===== config.mk =====
export PLATFORM = sky130hd
export DESIGN_NAME = slide_calc
export DESIGN_NICKNAME = d
export VERILOG_FILES = /design/src/rtl/slide_calc_pkg.sv /design/src/rtl/slide_calc_key_debounce.sv /design/src/rtl/slide_calc.sv
export SDC_FILE = /design/constraint.sdc
export NUM_CORES = 1
export LEC_CHECK = 0
export ABC_AREA = 1
export BUFFER_PORTS_ARGS = -buffer_cell sky130_fd_sc_hd__buf_2
export CAP_MARGIN = 25
export CORE_ASPECT_RATIO = 1.2
export CORE_MARGIN = 8
export CORE_UTILIZATION = 55
export DETAILED_ROUTE_END_ITERATION = 7
export PLACE_DENSITY = 0.84
export SLEW_MARGIN = 20
export SYNTH_ARGS = -nofsm -noshare
export SYNTH_HDL_FRONTEND = slang
export SYNTH_SLANG_ARGS = --single-unit

===== constraint.sdc =====
create_clock -name MAX10_CLK1_50 -period 6.4 [get_ports MAX10_CLK1_50]
set_input_delay 1.28 -clock MAX10_CLK1_50 [delete_from_list [all_inputs] [get_ports MAX10_CLK1_50]]
set_output_delay 1.28 -clock MAX10_CLK1_50 [all_outputs]
set_load 0.1 [all_outputs]

===== src/rtl/slide_calc_pkg.sv =====
// Shared constants for slide_calc: active-low seven-segment glyphs and the FSM state type.
package slide_calc_pkg;

    localparam logic [7:0] BLANK  = 8'hFF;
    localparam logic [7:0] MINUS  = 8'hBF;
    localparam logic [7:0] CHAR_A = 8'h88;
    localparam logic [7:0] CHAR_S = 8'h92;
    localparam logic [7:0] CHAR_O = 8'hC0;

    localparam logic [7:0] SEG_0 = 8'hC0;
    localparam logic [7:0] SEG_1 = 8'hF9;
    localparam logic [7:0] SEG_2 = 8'hA4;
    localparam logic [7:0] SEG_3 = 8'hB0;
    localparam logic [7:0] SEG_4 = 8'h99;
    localparam logic [7:0] SEG_5 = 8'h92;
    localparam logic [7:0] SEG_6 = 8'h82;
    localparam logic [7:0] SEG_7 = 8'hF8;
    localparam logic [7:0] SEG_8 = 8'h80;
    localparam logic [7:0] SEG_9 = 8'h90;

    typedef enum logic [1:0] {IDLE, CALC, CONVERT} state_t;

    function automatic logic [7:0] seg_digit(input logic [3:0] d);
        case (d)
            4'd0:    seg_digit = SEG_0;
            4'd1:    seg_digit = SEG_1;
            4'd2:    seg_digit = SEG_2;
            4'd3:    seg_digit = SEG_3;
            4'd4:    seg_digit = SEG_4;
            4'd5:    seg_digit = SEG_5;
            4'd6:    seg_digit = SEG_6;
            4'd7:    seg_digit = SEG_7;
            4'd8:    seg_digit = SEG_8;
            4'd9:    seg_digit = SEG_9;
            default: seg_digit = BLANK;
        endcase
    endfunction

endpackage


===== src/rtl/slide_calc_key_debounce.sv =====
// Push-button conditioner: 2-FF synchroniser, symmetric stability counter and a
// one-cycle pulse when a press (high-to-low) is accepted.
module key_debounce #(
    parameter int unsigned DEBOUNCE_CYCLES = 500000
) (
    input  logic i_clk,
    input  logic i_rst,
    input  logic i_key_n,
    output logic o_press
);

    localparam int unsigned CNT_W = $clog2(DEBOUNCE_CYCLES + 1);
    localparam logic [CNT_W-1:0] CNT_MAX = CNT_W'(DEBOUNCE_CYCLES - 1);

    logic [1:0]       r_sync;
    logic             r_stable;
    logic [CNT_W-1:0] r_cnt;
    logic             r_press;

    // The counter runs only while the synchronised level differs from the accepted
    // level, so both press and release must hold for DEBOUNCE_CYCLES cycles.
    always_ff @(posedge i_clk) begin
        if (i_rst) begin
            r_sync   <= 2'b11;
            r_stable <= 1'b1;
            r_cnt    <= '0;
            r_press  <= 1'b0;
        end else begin
            r_sync  <= {r_sync[0], i_key_n};
            r_press <= 1'b0;
            if (r_sync[1] == r_stable) begin
                r_cnt <= '0;
            end else if (r_cnt == CNT_MAX) begin
                r_stable <= r_sync[1];
                r_cnt    <= '0;
                r_press  <= ~r_sync[1];
            end else begin
                r_cnt <= r_cnt + CNT_W'(1);
            end
        end
    end

    assign o_press = r_press;

endmodule


===== src/rtl/slide_calc.sv =====
// Switch-operand adder/subtractor with debounced keys, sequential double-dabble and
// sign/tens/ones/op/overflow shown on the DE10-Lite seven-segment displays.
module slide_calc
    import slide_calc_pkg::*;
#(
    parameter int unsigned WIDTH           = 4,
    parameter int unsigned DEBOUNCE_CYCLES = 500000
) (
    input  logic       MAX10_CLK1_50,
    input  logic       RESET,
    input  logic [9:0] SW,
    input  logic [1:0] KEY,
    input  logic       MODE,
    output logic [7:0] HEX5,
    output logic [7:0] HEX4,
    output logic [7:0] HEX3,
    output logic [7:0] HEX2,
    output logic [7:0] HEX1,
    output logic [7:0] HEX0,
    output logic [9:0] LEDR
);

    localparam int unsigned CNT_W = $clog2(WIDTH + 2);
    localparam logic [CNT_W-1:0] LAST = CNT_W'(WIDTH + 1);

    logic w_press1, w_press0, w_press_any;

    key_debounce #(.DEBOUNCE_CYCLES(DEBOUNCE_CYCLES)) u_key1 (
        .i_clk   (MAX10_CLK1_50),
        .i_rst   (RESET),
        .i_key_n (KEY[1]),
        .o_press (w_press1)
    );

    key_debounce #(.DEBOUNCE_CYCLES(DEBOUNCE_CYCLES)) u_key0 (
        .i_clk   (MAX10_CLK1_50),
        .i_rst   (RESET),
        .i_key_n (KEY[0]),
        .o_press (w_press0)
    );

    assign w_press_any = w_press1 | w_press0;

    if (2 * WIDTH < 10) begin : g_sw_unused
        logic w_unused_sw;
        assign w_unused_sw = ^SW[9:2*WIDTH];
    end

    state_t           r_state, w_state_d;
    logic             w_done;
    logic [WIDTH-1:0] r_x, r_y;
    logic             r_op, r_pending;
    logic             r_neg, r_calc_ovf, r_calc_op;
    logic [WIDTH+1:0] r_bin;
    logic [3:0]       r_tens, r_ones;
    logic [CNT_W-1:0] r_cnt;
    logic             r_d_neg, r_d_sub, r_d_ovf;
    logic [3:0]       r_d_tens, r_d_ones;

    logic [WIDTH+1:0] w_x_ext, w_y_ext, w_res, w_mag;
    logic             w_ovf;
    logic [3:0]       w_tens_adj, w_ones_adj;
    logic [WIDTH+9:0] w_dd;

    assign w_x_ext = MODE ? {{2{r_x[WIDTH-1]}}, r_x} : {2'b00, r_x};
    assign w_y_ext = MODE ? {{2{r_y[WIDTH-1]}}, r_y} : {2'b00, r_y};
    assign w_res   = r_op ? (w_x_ext - w_y_ext) : (w_x_ext + w_y_ext);
    assign w_mag   = w_res[WIDTH+1] ? -w_res : w_res;
    // Signed: the top three bits must agree; unsigned: anything at or above bit WIDTH.
    assign w_ovf   = MODE ? ~((&w_res[WIDTH+1:WIDTH-1]) | ~(|w_res[WIDTH+1:WIDTH-1]))
                          : (|w_res[WIDTH+1:WIDTH]);

    assign w_ones_adj = (r_ones >= 4'd5) ? r_ones + 4'd3 : r_ones;
    assign w_tens_adj = (r_tens >= 4'd5) ? r_tens + 4'd3 : r_tens;
    assign w_dd       = {w_tens_adj, w_ones_adj, r_bin} << 1;

    always_ff @(posedge MAX10_CLK1_50) begin
        if (RESET) r_state <= IDLE;
        else       r_state <= w_state_d;
    end

    always_comb begin
        w_state_d = r_state;
        w_done    = 1'b0;
        case (r_state)
            IDLE:    if (r_pending || w_press_any) w_state_d = CALC;
            CALC:    w_state_d = CONVERT;
            CONVERT: begin
                if (r_cnt == LAST) begin
                    w_done    = 1'b1;
                    w_state_d = IDLE;
                end
            end
            default: w_state_d = IDLE;
        endcase
    end

    always_ff @(posedge MAX10_CLK1_50) begin
        if (RESET) begin
            r_x        <= '0;
            r_y        <= '0;
            r_op       <= 1'b0;
            r_pending  <= 1'b0;
            r_neg      <= 1'b0;
            r_calc_ovf <= 1'b0;
            r_calc_op  <= 1'b0;
            r_bin      <= '0;
            r_tens     <= '0;
            r_ones     <= '0;
            r_cnt      <= '0;
            r_d_neg    <= 1'b0;
            r_d_sub    <= 1'b0;
            r_d_ovf    <= 1'b0;
            r_d_tens   <= '0;
            r_d_ones   <= '0;
        end else begin
            if (w_press1) begin
                r_x <= SW[2*WIDTH-1:WIDTH];
                r_y <= SW[WIDTH-1:0];
            end
            if (w_press0) r_op <= ~r_op;
            // IDLE consumes any request directly; while busy, requests collapse into one.
            if (r_state == IDLE)  r_pending <= 1'b0;
            else if (w_press_any) r_pending <= 1'b1;

            if (r_state == CALC) begin
                r_neg      <= w_res[WIDTH+1];
                r_bin      <= w_mag;
                r_tens     <= '0;
                r_ones     <= '0;
                r_cnt      <= '0;
                r_calc_ovf <= w_ovf;
                r_calc_op  <= r_op;
            end else if (r_state == CONVERT) begin
                r_bin  <= w_dd[WIDTH+1:0];
                r_ones <= w_dd[WIDTH+5:WIDTH+2];
                r_tens <= w_dd[WIDTH+9:WIDTH+6];
                r_cnt  <= r_cnt + CNT_W'(1);
                if (w_done) begin
                    r_d_neg  <= r_neg;
                    r_d_tens <= w_dd[WIDTH+9:WIDTH+6];
                    r_d_ones <= w_dd[WIDTH+5:WIDTH+2];
                    r_d_sub  <= r_calc_op;
                    r_d_ovf  <= r_calc_ovf;
                end
            end
        end
    end

    assign HEX5 = r_d_neg ? MINUS : BLANK;
    assign HEX4 = (r_d_tens == 4'd0) ? BLANK : seg_digit(r_d_tens);
    assign HEX3 = seg_digit(r_d_ones);
    assign HEX2 = BLANK;
    assign HEX1 = r_d_sub ? CHAR_S : CHAR_A;
    assign HEX0 = r_d_ovf ? CHAR_O : BLANK;
    assign LEDR = {(r_state != IDLE), 7'b0, r_op, r_d_ovf};

endmodule

## Yosys cells after proc, flatten, opt, wreduce, memory -nomap -nowiden

Memory sizes are Yosys's and may differ from the RTL's. A register that Yosys moved wholly into a read port is not among the register bits.
Cells that the tools add are included.

| word-level totals | value |
|---|---|
| flip-flop bits (word level) | 89 |
| bits in read-only memories | 224 |
| input bits | 15 |
| output and inout port bits | 58 |
| word-level logic and storage cells | 98 |
| memories kept | 2 |

| operators by class | value |
|---|---|
| add/subtract/negate cells | 8 |
| $lt $le $gt $ge | 2 |
| eq/ne operators | 9 |
| mux-type cells | 22 |
| bitwise logic cells | 12 |
| reduce and logical (&&, ||, !) cells | 18 |

Memory list:

| memory | words | width | rd ports | clocked after memory_dff | wr ports | RTL line | text |
|---|---|---|---|---|---|---|---|
| (name not given) | 16 | 7 | 1 | 1 | 0 | slide_calc_pkg.sv:24 | `case (d)` |
| (name not given) | 16 | 7 | 1 | 1 | 0 | slide_calc_pkg.sv:24 |  |

Operator list:

| operator | number |
|---|---|
| two-way mux 6 bit | 7 |
| adder 19 x 1 -> 19 bit, second input constant | 2 |
| equality test 19 bit, second input constant | 2 |
| two-way mux 4 bit | 5 |
| OR reduction 3 bit | 5 |
| NOT 1 bit | 10 |
| >= comparator 4 x 3 -> 1 bit, second input constant | 2 |
| two-way mux 8 bit | 1 |
| two-way mux 7 bit | 1 |
| adder 6 bit | 1 |
| negation 6 bit | 1 |
| case mux 2 bit (3 select lines) | 1 |
| AND reduction 2 bit | 3 |
| AND reduction 3 bit | 2 |
| OR reduction 2 bit | 3 |
| subtractor 6 bit | 1 |
| two-way mux 5 bit | 1 |
| adder 4 x 2 -> 4 bit, second input constant | 1 |
| logical NOT 4 bit | 1 |
| two-way mux 2 bit | 2 |
| != test 2 bit, second input constant | 2 |
| nonzero test 2 bit | 2 |
| adder 3 x 1 -> 3 bit, second input constant | 1 |
| adder 3 x 2 -> 3 bit, second input constant | 1 |
| 9 further kinds | 13 |

## Logic depth before layout (Yosys ltp)

| depth | value |
|---|---|
| word-level depth | 8 |
| mapped depth | 16 |

## By module

From an unflattened synthesis, not the netlist that was laid out.

| second synthesis, totals | value |
|---|---|
| cell total of the unflattened synthesis | 796 |
| area total of the unflattened synthesis | 5652.9 um^2 |

By module, submodules not included:

| module | times used | cells each | area an instance (um^2) | seq. area each (um^2) |
|---|---|---|---|---|
| slide_calc | 1 | 458 | 3360.7 | 1141.1 |
| key_debounce | 2 | 169 | 1146.1 | 460.4 |

## Least setup slack after synthesis

OpenSTA, ideal clock, no wires.

| timing | value |
|---|---|
| path type | in2reg |
| start point | input MODE |
| end point | register r_bin[1] |
| arrival | 2787 ps |
| path slack | 3543 ps |
| stages on the path | 14 |
| path through | nand2_1 > o21ai_0 > nand2_1 > nand2_1 > ha_1 > nand2_1 > or2_1 > nand3b_1 > nand3_1 > nand2_1 > nand2_1 > o21ai_0 > nand2_1 > a21oi_1 |

| on the way | value |
|---|---|
| word-level cells in the longest chain between the ends | 5 |
| elaborated cells on any way between the ends | 7 |
| classes of those cells | add/sub: 2; mux: 5 |

RTL lines:

| item | RTL line | text |
|---|---|---|
| start: declaration | slide_calc.sv:13 | `input logic MODE,` |
| two-way mux 6 bit (on tied branches) | slide_calc.sv:65, slide_calc.sv:66 |  |
| adder 6 bit or subtractor 6 bit (tied branches) | slide_calc.sv:67 | `assign w_res = r_op ? (w_x_ext - w_y_ext) : (w_x_ext + w_y_ext);` |
| two-way mux 6 bit (*) | slide_calc.sv:67 |  |
| two-way mux 6 bit (*) | slide_calc.sv:68 | `assign w_mag = w_res[WIDTH+1] ? -w_res : w_res;` |
| two-way mux 6 bit (*) | slide_calc.sv:126 | `if (r_state == CALC) begin` |
| end signal: assignment | slide_calc.sv:128 | `r_bin <= w_mag;` |
| end signal: assignment | slide_calc.sv:135 | `r_bin <= w_dd[WIDTH+1:0];` |
| end: declaration | slide_calc.sv:54 | `logic [WIDTH+1:0] r_bin;` |

Mark *: on every way between the ends. The rest lies on a longest branch, timed or not.
A chain may end at the register's enable or synchronous reset.

## Final worst setup path

Same ends and word-level chain as after synthesis.

==> results.sh <==
export IMPL_status="completed"
export IMPL_rsz0062_at_grt="no"
export IMPL_critical_path_arrival_ns=3.27
export IMPL_r2r_cells=12
export IMPL_hold_path_class="flop to flop"
export IMPL_place_congestion=0.8398
export IMPL_synth_avg_cell_area_um2=7.279
export IMPL_cts_tree="yes"
export IMPL_wl_um=10050
export IMPL_synth_cell_type_count=44
export IMPL_antenna_cells=0
export IMPL_grt_util_all_layers=0.1581
export IMPL_use_met2=0.2810
export IMPL_setup_viol=0
export IMPL_drc=0
export IMPL_cts_resized=0
export IMPL_clk_latency_ns=0.35
export IMPL_powerDensity_mw_per_mm2=286.1
export IMPL_wl_per_cell_um=11.23
export IMPL_synth_warnings=0
export IMPL_cts_made_buffers=9
export IMPL_crit_path_end_kind="flop"
export IMPL_ios=73
export IMPL_htree_levels=3
export IMPL_relSlewSlack=0.4871
export IMPL_grt_pass1_vias=4237
export IMPL_fin_tns_setup_ns=0
export IMPL_die_w_um=106.3
export IMPL_final_util=0.6103
export IMPL_ir_worst_vdd_uv=209.4
export IMPL_cts_sinks=103
export IMPL_port_buffers=39
export IMPL_post_route_min_period_ns=2.992
export IMPL_critPathLaunch="MODE"
export IMPL_root_buffer="clkbuf_16"
export IMPL_power_leakage_nw=2.472
export IMPL_clk_pin_slew_ns=0.06
export IMPL_use_met1=0.1727
export IMPL_busiest_layer="met2"
export IMPL_via_per_inst=4.950
export IMPL_placed_area_mm2=0.005488
export IMPL_antenna_found_initial=0
export IMPL_dp_hpwl_um=7499
export IMPL_synth_edf_count=0
export IMPL_place_ws_ns=3.068
export IMPL_ys_ff_latch=103
export IMPL_setup_slack_ns=3.408
export IMPL_globalRoute_totalOverflow=0
export IMPL_tightest_slew_ns=0.7692
export IMPL_r2r_slack_ns=3.44
export IMPL_report_final_slew_viol_count=0
export IMPL_initial_core_util=0.5661
export IMPL_grt_max_degree=23
export IMPL_postSynthCellCount=740
export IMPL_grt_pass1_wl_um=17870
export IMPL_r2r_start="r_state[0]$_SDFFE_PP0P_"
export IMPL_synthArstFlopShare=0
export IMPL_finalNetCount=811
export IMPL_yosysSeqAreaShare=0.3828
export IMPL_die_h_um=124.4
export IMPL_finalCritPeriodShare=0.4676
export IMPL_std_cell_rows=39
export IMPL_drive_gt1_frac=0.1010
export IMPL_core_area_mm2=0.009515
export IMPL_synth_ff_type="dfxtp_1"
export IMPL_endpoint="r_bin[1]$_SDFFE_PP0P_"
export IMPL_syn_area_mm2=0.005386
export IMPL_num_vias=4430
export IMPL_finalPower_mw=1.661
export IMPL_post_cts_buffers=0
export IMPL_cts_hold_repair_buffers=0
export IMPL_clock_path_buffers=2
export IMPL_crit_type="primary input to flop"
export IMPL_fmaxAchievable_mhz=334.2
export IMPL_stdcell_area_mm2=0.005807
export IMPL_dieArea_mm2=0.01323
export IMPL_cp_data_required_time_ns=6.67
export IMPL_drtAntennaViolNets=0
export IMPL_worstSetupStartpointType="primary input"
export IMPL_synthToLayoutAreaGrowth_pct=7.805
export IMPL_drv_cap=0
export IMPL_use_met3=0.03934
export IMPL_path_max_fanout=8
export IMPL_hold_viol=0
export IMPL_drt_iter0_drc=210
export IMPL_skew_ns=0.005293
export IMPL_drt_pass1_iter_count=4
[critical path, stage by stage]
cell and delay (ns):
buf_2 0.14, nand2_1 0.10, o21ai_0 0.08, nand2_1 0.06, nand2_1 0.05, ha_1 0.34, nand2_1 0.09, nor3_1 0.19
nand3b_1 0.14, nand3_1 0.15, nand2_1 0.27, nand2_1 0.08, o21ai_0 0.08, nand2_1 0.07, a21oi_1 0.14
[metrics by stage]
stage,hold slack [ns],cells
2_1_floorplan,0.3895,769
6_report,0.4092,895
3_3_place_gp,0.3916,879
3_5_place_dp,0.3946,879
4_1_cts,0.4101,895
5_1_grt,0.4331,895
[kinds of logic after synthesis]
| logic type | synth area share |
|---|---|
| AO/OA/AOI/OAI | 0.1148 |
| adder cells (fa/ha/maj) | 0.06876 |
| AND/OR/NAND/NOR | 0.2574 |
| buffers and inverters | 0.1440 |
| other | 0.001394 |
| XOR/XNOR | 0.03089 |
| flip-flops | 0.3828 |
[report_power, final]
part	internal (mW)	switching, mW	total (mW)
registers	0.679	0.0249	0.704
clock network	0.336	0.234	0.569
logic	0.0893	0.299	0.388
[placed cells by master (no fill, tap or decap), drive strengths merged, types with 2 or more instances in the layout]
cell type / instances
nor3: 21
nand2: 127
inv: 110
ha: 28
nand3: 32
xnor2: 5
clkinv: 4
nand4: 13
xor2: 14
nor2: 96
o21a: 2
o31ai: 4
o22ai: 2
dfxtp: 103
or2: 8
nor4: 5
nor3b: 7
clkbuf: 12
conb: 31
o21ai: 51
nand3b: 4
a21oi: 48
buf: 39
[cell type report]
class / instances / area (um2)
clock inverter: 4 / 52.55
fill: 853 / 3709
multi-input combinational: 503 / 2658
tap: 123 / 153.9
clock buffer: 12 / 266.5
inverter: 111 / 419.2
timing repair buffer: 39 / 195.2
sequential: 103 / 2062
[Yosys cell counts (all sizes together), types with 5 or more instances]
cell    number  area, um2
ha          28      350.3
nor4         5      31.28
nor3        21      121.4
nand4       13      81.33
nand3       32      165.2
o21ai       51      277.8
or2          8      50.05
xnor2        5      43.79
clkbuf       8      31.28
buf         44      325.3
nand2      127      484.2
xor2        14      122.6
nor3b        7      52.55
dfxtp      103       2062
nor2        96      370.3
inv        110      415.4
a21oi       48      251.5
[registers in the layout, indices dropped and copies added, names as in the netlist, 2 cells and up, named ones only]
register and cells:
r_x 4, r_d_ones 4, r_tens 4, r_ones 4, r_d_tens 4, r_bin 6, HEX3 7, u_key1.r_sync 2
u_key0.r_cnt 19, r_cnt 3, u_key0.r_sync 2, r_y 4, r_state 2, u_key1.r_cnt 19
[routing by layer]
metal / up-vias / wire length, um
li1: 2348 / -
met1: 1970 / 4279
met2: 99 / 4991
met3: 13 / 602
met4: 0 / 180
met5: - / 0
[worst min path at each step]
stage / startpoint / end / depth (start not counted)
5_1_grt: u_key1.r_sync[0]$_SDFF_PP1_ / u_key1.r_sync[1]$_SDFF_PP1_ / 1
4_1_cts: u_key1.r_sync[0]$_SDFF_PP1_ / u_key1.r_sync[1]$_SDFF_PP1_ / 1
2_1_floorplan: u_key0.r_sync[0]$_SDFF_PP1_ / u_key0.r_sync[1]$_SDFF_PP1_ / 1
3_3_place_gp: u_key1.r_sync[0]$_SDFF_PP1_ / u_key1.r_sync[1]$_SDFF_PP1_ / 1
3_5_place_dp: u_key1.r_sync[0]$_SDFF_PP1_ / u_key1.r_sync[1]$_SDFF_PP1_ / 1
6_report: u_key1.r_sync[0]$_SDFF_PP1_ / u_key1.r_sync[1]$_SDFF_PP1_ / 1
No activity file was read; power rests on OpenSTA's default activity.
